### config.mk
export PLATFORM = sky130hd
export DESIGN_NAME = rc4_decrypt_writer
export DESIGN_NICKNAME = d
export VERILOG_FILES = /design/src/rtl/rc4_pkg.sv /design/src/rtl/rc4_decrypt_writer.sv
export SDC_FILE = /design/constraint.sdc
export NUM_CORES = 1
export LEC_CHECK = 0
export BUFFER_PORTS_ARGS = -buffer_cell sky130_fd_sc_hd__buf_2
export CORE_MARGIN = 10
export CORE_UTILIZATION = 45
export CTS_CLUSTER_DIAMETER = 100
export DETAILED_ROUTE_END_ITERATION = 8
export GPL_TIMING_DRIVEN = 0
export PLACE_DENSITY_LB_ADDON = 0.1
export SYNTH_ARGS = -nofsm -noshare
export SYNTH_HDL_FRONTEND = slang
export SYNTH_SLANG_ARGS = --single-unit
### constraint.sdc
create_clock -name clock -period 2.75 [get_ports clock]
set_input_delay 0.275 -clock clock [delete_from_list [all_inputs] [get_ports clock]]
set_output_delay 0.275 -clock clock [all_outputs]
set_load 0.01 [all_outputs]
### src/rtl/rc4_pkg.sv
// -----------------------------------------------------------------------------
// rc4_pkg
//
// Shared definitions for the RC4 engine blocks. The key-schedule FSM and the
// decrypt writer both import this package.
//
// The state codes are one-hot in their upper bits where a state drives a
// write enable or the finish strobe. Those outputs can then be wired straight
// from state-register flops, with no decode logic in the path. The low nibble
// is a plain index that keeps every code unique.
//
//   bit 6 : finish   (DONE only)
//   bit 5 : ram_wren (WRITE_OUT only)
//   bit 4 : s_wren   (WRITE_SI / WRITE_SJ only)
//   3..0  : state index
// -----------------------------------------------------------------------------
package rc4_pkg;

  localparam int MSG_LEN         = 32;
  localparam int CYCLES_PER_BYTE = 12;

  localparam int STATE_W      = 7;
  localparam int FINISH_BIT   = 6;
  localparam int RAM_WREN_BIT = 5;
  localparam int S_WREN_BIT   = 4;

  typedef enum logic [STATE_W-1:0] {
    IDLE      = 7'b000_0000,
    INIT      = 7'b000_0001,
    INC_I     = 7'b000_0010,
    ADDR_SI   = 7'b000_0011,
    READ_SI   = 7'b000_0100,
    CALC_J    = 7'b000_0101,
    ADDR_SJ   = 7'b000_0110,
    READ_SJ   = 7'b000_0111,
    WRITE_SI  = 7'b001_1000,
    WRITE_SJ  = 7'b001_1001,
    ADDR_F    = 7'b000_1010,
    READ_F    = 7'b000_1011,
    WRITE_OUT = 7'b010_1100,
    CHECK_K   = 7'b000_1101,
    DONE      = 7'b100_1110
  } rc4_state_t;

endpackage

### src/rtl/rc4_decrypt_writer.sv
// -----------------------------------------------------------------------------
// rc4_decrypt_writer
//
// Runs the RC4 pseudo-random generation phase over an S memory that has
// already been key-scheduled. Each keystream byte is XORed with the matching
// byte of the encrypted-message ROM, and the result is written to the
// decrypted-message RAM. When all 2**MSG_ADDR_W bytes have been written,
// finish pulses for one cycle. The handshake is the same start/finish pair
// used by the key-schedule FSM.
//
// Every memory has a synchronous read with one cycle of latency. Each read
// therefore holds its address for two cycles: an ADDR_* cycle, then a READ_*
// cycle in which the returned data is captured.
//
// Ports
//   clock        : sole clock, rising edge
//   reset        : asynchronous, active-high; returns to IDLE, clears registers
//   start        : level request, sampled only in IDLE
//   finish       : one-cycle completion strobe
//   s_address    : S-memory address
//   s_data       : S-memory write data
//   s_wren       : S-memory write enable
//   s_q          : S-memory read data (one cycle after address)
//   rom_address  : encrypted-message ROM address
//   rom_q        : encrypted byte (one cycle after address)
//   ram_address  : decrypted-message RAM address
//   ram_data     : decrypted byte
//   ram_wren     : decrypted-message RAM write enable
// -----------------------------------------------------------------------------
module rc4_decrypt_writer
  import rc4_pkg::*;
#(
  parameter int MSG_ADDR_W = 5
) (
  input  logic                  clock,
  input  logic                  reset,
  input  logic                  start,
  output logic                  finish,
  output logic [7:0]            s_address,
  output logic [7:0]            s_data,
  output logic                  s_wren,
  input  logic [7:0]            s_q,
  output logic [MSG_ADDR_W-1:0] rom_address,
  input  logic [7:0]            rom_q,
  output logic [MSG_ADDR_W-1:0] ram_address,
  output logic [7:0]            ram_data,
  output logic                  ram_wren
);

  // k runs over every message byte; the all-ones value marks the last byte.
  localparam logic [MSG_ADDR_W-1:0] K_LAST = '1;

  rc4_state_t state;
  rc4_state_t next_state;

  logic [7:0]            i;
  logic [7:0]            j;
  logic [MSG_ADDR_W-1:0] k;
  logic [7:0]            si;
  logic [7:0]            sj;
  logic [7:0]            f;
  logic [7:0]            enc;

  // Keystream index into S. Only 8 bits are kept, so the sum wraps mod 256.
  logic [7:0] f_index;
  assign f_index = si + sj;

  // State register
  always_ff @(posedge clock or posedge reset) begin
    if (reset) begin
      state <= IDLE;
    end else begin
      state <= next_state;
    end
  end

  // Next-state logic. Any code not listed, including illegal ones, falls
  // back to IDLE.
  always_comb begin
    next_state = IDLE;
    case (state)
      IDLE:      next_state = start ? INIT : IDLE;
      INIT:      next_state = INC_I;
      INC_I:     next_state = ADDR_SI;
      ADDR_SI:   next_state = READ_SI;
      READ_SI:   next_state = CALC_J;
      CALC_J:    next_state = ADDR_SJ;
      ADDR_SJ:   next_state = READ_SJ;
      READ_SJ:   next_state = WRITE_SI;
      WRITE_SI:  next_state = WRITE_SJ;
      WRITE_SJ:  next_state = ADDR_F;
      ADDR_F:    next_state = READ_F;
      READ_F:    next_state = WRITE_OUT;
      WRITE_OUT: next_state = CHECK_K;
      CHECK_K:   next_state = (k == K_LAST) ? DONE : INC_I;
      DONE:      next_state = IDLE;
      default:   next_state = IDLE;
    endcase
  end

  // Address and data muxing. In every state not listed here, all of these
  // stay at zero.
  //
  // The swap states write S[i]=sj and S[j]=si. When i==j, both writes store
  // the same value, so S is left unchanged without any special case.
  //
  // ADDR_F uses si+sj. After the swap, that sum equals S[i]+S[j].
  always_comb begin
    s_address   = 8'h00;
    s_data      = 8'h00;
    rom_address = '0;
    ram_address = '0;
    ram_data    = 8'h00;
    case (state)
      ADDR_SI, READ_SI: begin
        s_address = i;
      end
      ADDR_SJ, READ_SJ: begin
        s_address = j;
      end
      WRITE_SI: begin
        s_address = i;
        s_data    = sj;
      end
      WRITE_SJ: begin
        s_address = j;
        s_data    = si;
      end
      ADDR_F, READ_F: begin
        s_address   = f_index;
        rom_address = k;
      end
      WRITE_OUT: begin
        ram_address = k;
        ram_data    = f ^ enc;
      end
      default: begin
      end
    endcase
  end

  // Strobes come straight from the state flops, so they cannot glitch.
  assign finish   = state[FINISH_BIT];
  assign ram_wren = state[RAM_WREN_BIT];
  assign s_wren   = state[S_WREN_BIT];

  // Datapath registers. Each register updates only in the one state that
  // owns it. The read-capture states take s_q and rom_q, which were
  // addressed in the previous cycle.
  always_ff @(posedge clock or posedge reset) begin
    if (reset) begin
      i   <= 8'h00;
      j   <= 8'h00;
      k   <= '0;
      si  <= 8'h00;
      sj  <= 8'h00;
      f   <= 8'h00;
      enc <= 8'h00;
    end else begin
      case (state)
        INIT: begin
          i <= 8'h00;
          j <= 8'h00;
          k <= '0;
        end
        INC_I:   i  <= i + 8'd1;
        READ_SI: si <= s_q;
        CALC_J:  j  <= j + si;
        READ_SJ: sj <= s_q;
        READ_F: begin
          f   <= s_q;
          enc <= rom_q;
        end
        CHECK_K: k <= k + 1'b1;
        default: begin
        end
      endcase
    end
  end

endmodule

==> impl_metrics.toml <==
[sta]
finalHoldWorstSlack_ps = 20.7
hold_violations = 0
timing.slew.headroom_pct = 56.0
final.min_clock_period_ps = 2610
setup_total_negative_slack_ps = 0
rsz_0062_raised_after_global_routing = "yes"
fin_crit_sh_pct = 94.7
worstMarginPinSlew_ps = 658
worst_clock_skew_ps = 6.71
slew_viol_final = 0
total_setup_violations_reported_at_the_end_of_the_flow = 0
final.setup.worst_slack_ps = 145
fmaxAchievable_mhz = 384

[yosys]
synth.area.top_cells = "sky130_fd_sc_hd__dfrtp_1 42%, sky130_fd_sc_hd__mux2_2 7.5%, sky130_fd_sc_hd__ha_1 5.9%, sky130_fd_sc_hd__o21ai_0 4.4%, sky130_fd_sc_hd__mux2_4 3.3%"
async_reset_ff_share_pct = 100
post-synth-top-area-fraction_pct = 41.6
postSynthAreaPerCell_sq_um = 10.3
synth_cells = 351
synth_area_sq_um = 3610
synthDistinctLibCells = 52
synth_top_area_cell = "sky130_fd_sc_hd__dfrtp_1"
synth-edff-count = 0
syn_nets = 389
seq_area_frac_synth_pct = 41.6
yosysWarningCount = 0
postSynthRegisterBits = 60
dominantRegCellSynth = "sky130_fd_sc_hd__dfrtp_1"

[clock_network]
clock-sinks = 60
cts-buffers-inserted = 9
root_buffer = "sky130_fd_sc_hd__clkbuf_8"
insertion_delay_ps = 340
htree_levels = 3
cts_tree = "built"
clockBufferDepth = 2
postCtsSetupBuffers = 0
clk_transition_reported_paths_ps = 70

[routing]
number_of_drc_violations_after_detailed_routing_iteration_0 = 141
finalWirelength_mm = 8.76
vias_per_cell = 5.44
route.antenna.remaining_nets = 0
initial_drt_pass_iterations = 4
per_cell_routed_wire_length_um = 16.7
drc = 0
detailed_route_via_count = 2848

[die]
die-area_sq_um = 12000
coreArea_sq_um = 7770
chipHeight_um = 110
die_w_um = 110
rows = 32
initial_utilization_pct = 46.5
num_io_pins = 56

[placed_design]
place.gp.congestion = 0.823
port_buffers = 55
place.detailed.hpwl_mm = 6.76
placed_cells_incl_taps = 509
detailedPlace.worstSlack_ps = 279

[final_layout]
antenna_cells = 0
post_route_cells_drive_above_1_share_pct = 28.4
flow.area_growth_from_synthesis_pct = 18.7
fin_cells = 524
final_cell_mix = "58 x sky130_fd_sc_hd__dfrtp_1, 57 x sky130_fd_sc_hd__buf_2, 31 x sky130_fd_sc_hd__nand2_1, 31 x sky130_fd_sc_hd__o21ai_0, 24 x sky130_fd_sc_hd__mux2_2"
num-nets-final = 456
layout_commonest_cell = "sky130_fd_sc_hd__dfrtp_1"

[outcome]
status = "finished, final reports clean"

[flow_run]
cap_violations = 0

[worst_setup_path]
cp-start-kind = "register"
worst-endpoint-required_ps = 2480
worstSetupEndpointType = "output pin"
critPathMaxFanout = 4
worstSetupPathType = "reg2out"
cp.arrival_ps = 2330

[power_and_ir_drop]
p_per_area_nw_per_um2 = 560
total_power_mw = 2.40
power.leakage_nw = 2.01
vdd_ir_drop_max_uv = 367

[global_route]
gr-usage-all-layers_pct = 14.9
grt_max_degree = 32
number_of_antenna_violations_at_the_first_check_in_global_routing = 0
grt_total_ovfl = 0
grt_pass1_wl_mm = 14.2
vias_in_the_first_global_route = 2910

[worst_hold_path]
hp-class = "in2async"
-- synth_stat cells (all sizes together) (3+ instances only) --
master,number
a211oi,5
xor2,4
a22oi,4
nand2,31
o21a,5
a21o,3
a21oi,5
clkbuf,5
nor2b,6
nand4,6
and3,4
ha,17
o21ai,32
o31ai,4
nor3,11
mux2i,4
mux2,32
a221o,4
a22o,10
nor2,24
dfrtp,60
xnor2,13
or3,4
buf,6
and2,13
nand3,5
inv,8
-- logic make-up (layout without fill, tap and decap cells) --
logic type      Yosys count  count (layout)  share of synthesized area, %
compound gates           86              86                          16.2
xor+xnor                 17              17                          4.12
fa+ha+maj                19              19                          7.00
buf+inv                  19              90                          2.77
flops                    60              60                          41.6
mux                      36              36                          11.9
simple gates            114             114                          16.5
-- metal layers --
metal	global-route usage, %	routed length [um]	vias up
met1	19.1	4090	1353
met3	4.45	591	10
met2	23.4	3950	72
met5	0	0	-
li1	-	-	1413
met4	5.48	129	0
-- sequential cells by signal (all words and copies together) (netlist names) --
register,count
i,8
j,8
si,8
f,8
enc,8
k,5
sj,8
state,7
-- where the power goes --
part	switching [mW]	total [mW]	internal, mW
Combinational	0.223	0.464	0.241
Sequential	0.0794	1.04	0.959
Clock	0.347	0.900	0.553
Total	0.649	2.40	1.75
-- final timing paths --
check	endpoint	slack [ps]	from	depth (start not counted)
max in group asynchronous	i[1]$_DFFE_PP0P_	2120	reset	3
worst max register to register	i[4]$_DFFE_PP0P_	480	state[4]$_DFF_PP0_	6
min in group clock	enc[3]$_DFFE_PP0P_	160	rom_q[3]	2
worst min-delay path	enc[7]$_DFFE_PP0P_	20	reset	2
worst max-delay path	s_address[6]	140	si[0]$_DFFE_PP0P_	9
worst min register to register	i[7]$_DFFE_PP0P_	490	i[7]$_DFFE_PP0P_	1
-- cell type report --
cell class | instances | area, sq um
inverters | 8 | 30.0
fillers | 713 | 3480
flip-flops and latches | 60 | 1500
clock buffers | 11 | 151
well taps | 102 | 128
clock inverters | 4 | 72.6
repair buffers | 56 | 295
multi-input cells | 272 | 2040
plain buffers | 11 | 70.1
-- metrics by stage --
| stage | utilization (%) | area (sq um) |
|---|---|---|
| 5_1_grt | 55.2 | 4290 |
| 6_report | 55.2 | 4290 |
| 4_1_cts | 55.0 | 4270 |
| 3_3_place_gp | 51.7 | 4020 |
| 3_5_place_dp | 51.9 | 4040 |
| 2_1_floorplan | - | 3610 |
-- critical path, cell delays in order (launching register included) --
cell and delay, ps:
sky130_fd_sc_hd__dfrtp_2 440, sky130_fd_sc_hd__ha_1 240, sky130_fd_sc_hd__inv_1 70, sky130_fd_sc_hd__fa_1 200
sky130_fd_sc_hd__nor2b_2 60, sky130_fd_sc_hd__o31a_1 260, sky130_fd_sc_hd__o21a_1 180, sky130_fd_sc_hd__o21a_1 170
sky130_fd_sc_hd__o31ai_1 200, sky130_fd_sc_hd__buf_2 180
-- repair_timing --
item                                    in CTS  in global routing
hold buffers                                 0                  0
resized for setup                            3                  6
gates cloned                                 0                  0
endpoints found under the setup margin       4                 12
endpoints found under the hold margin        0                  0
Power figures use the tool's default switching activity.
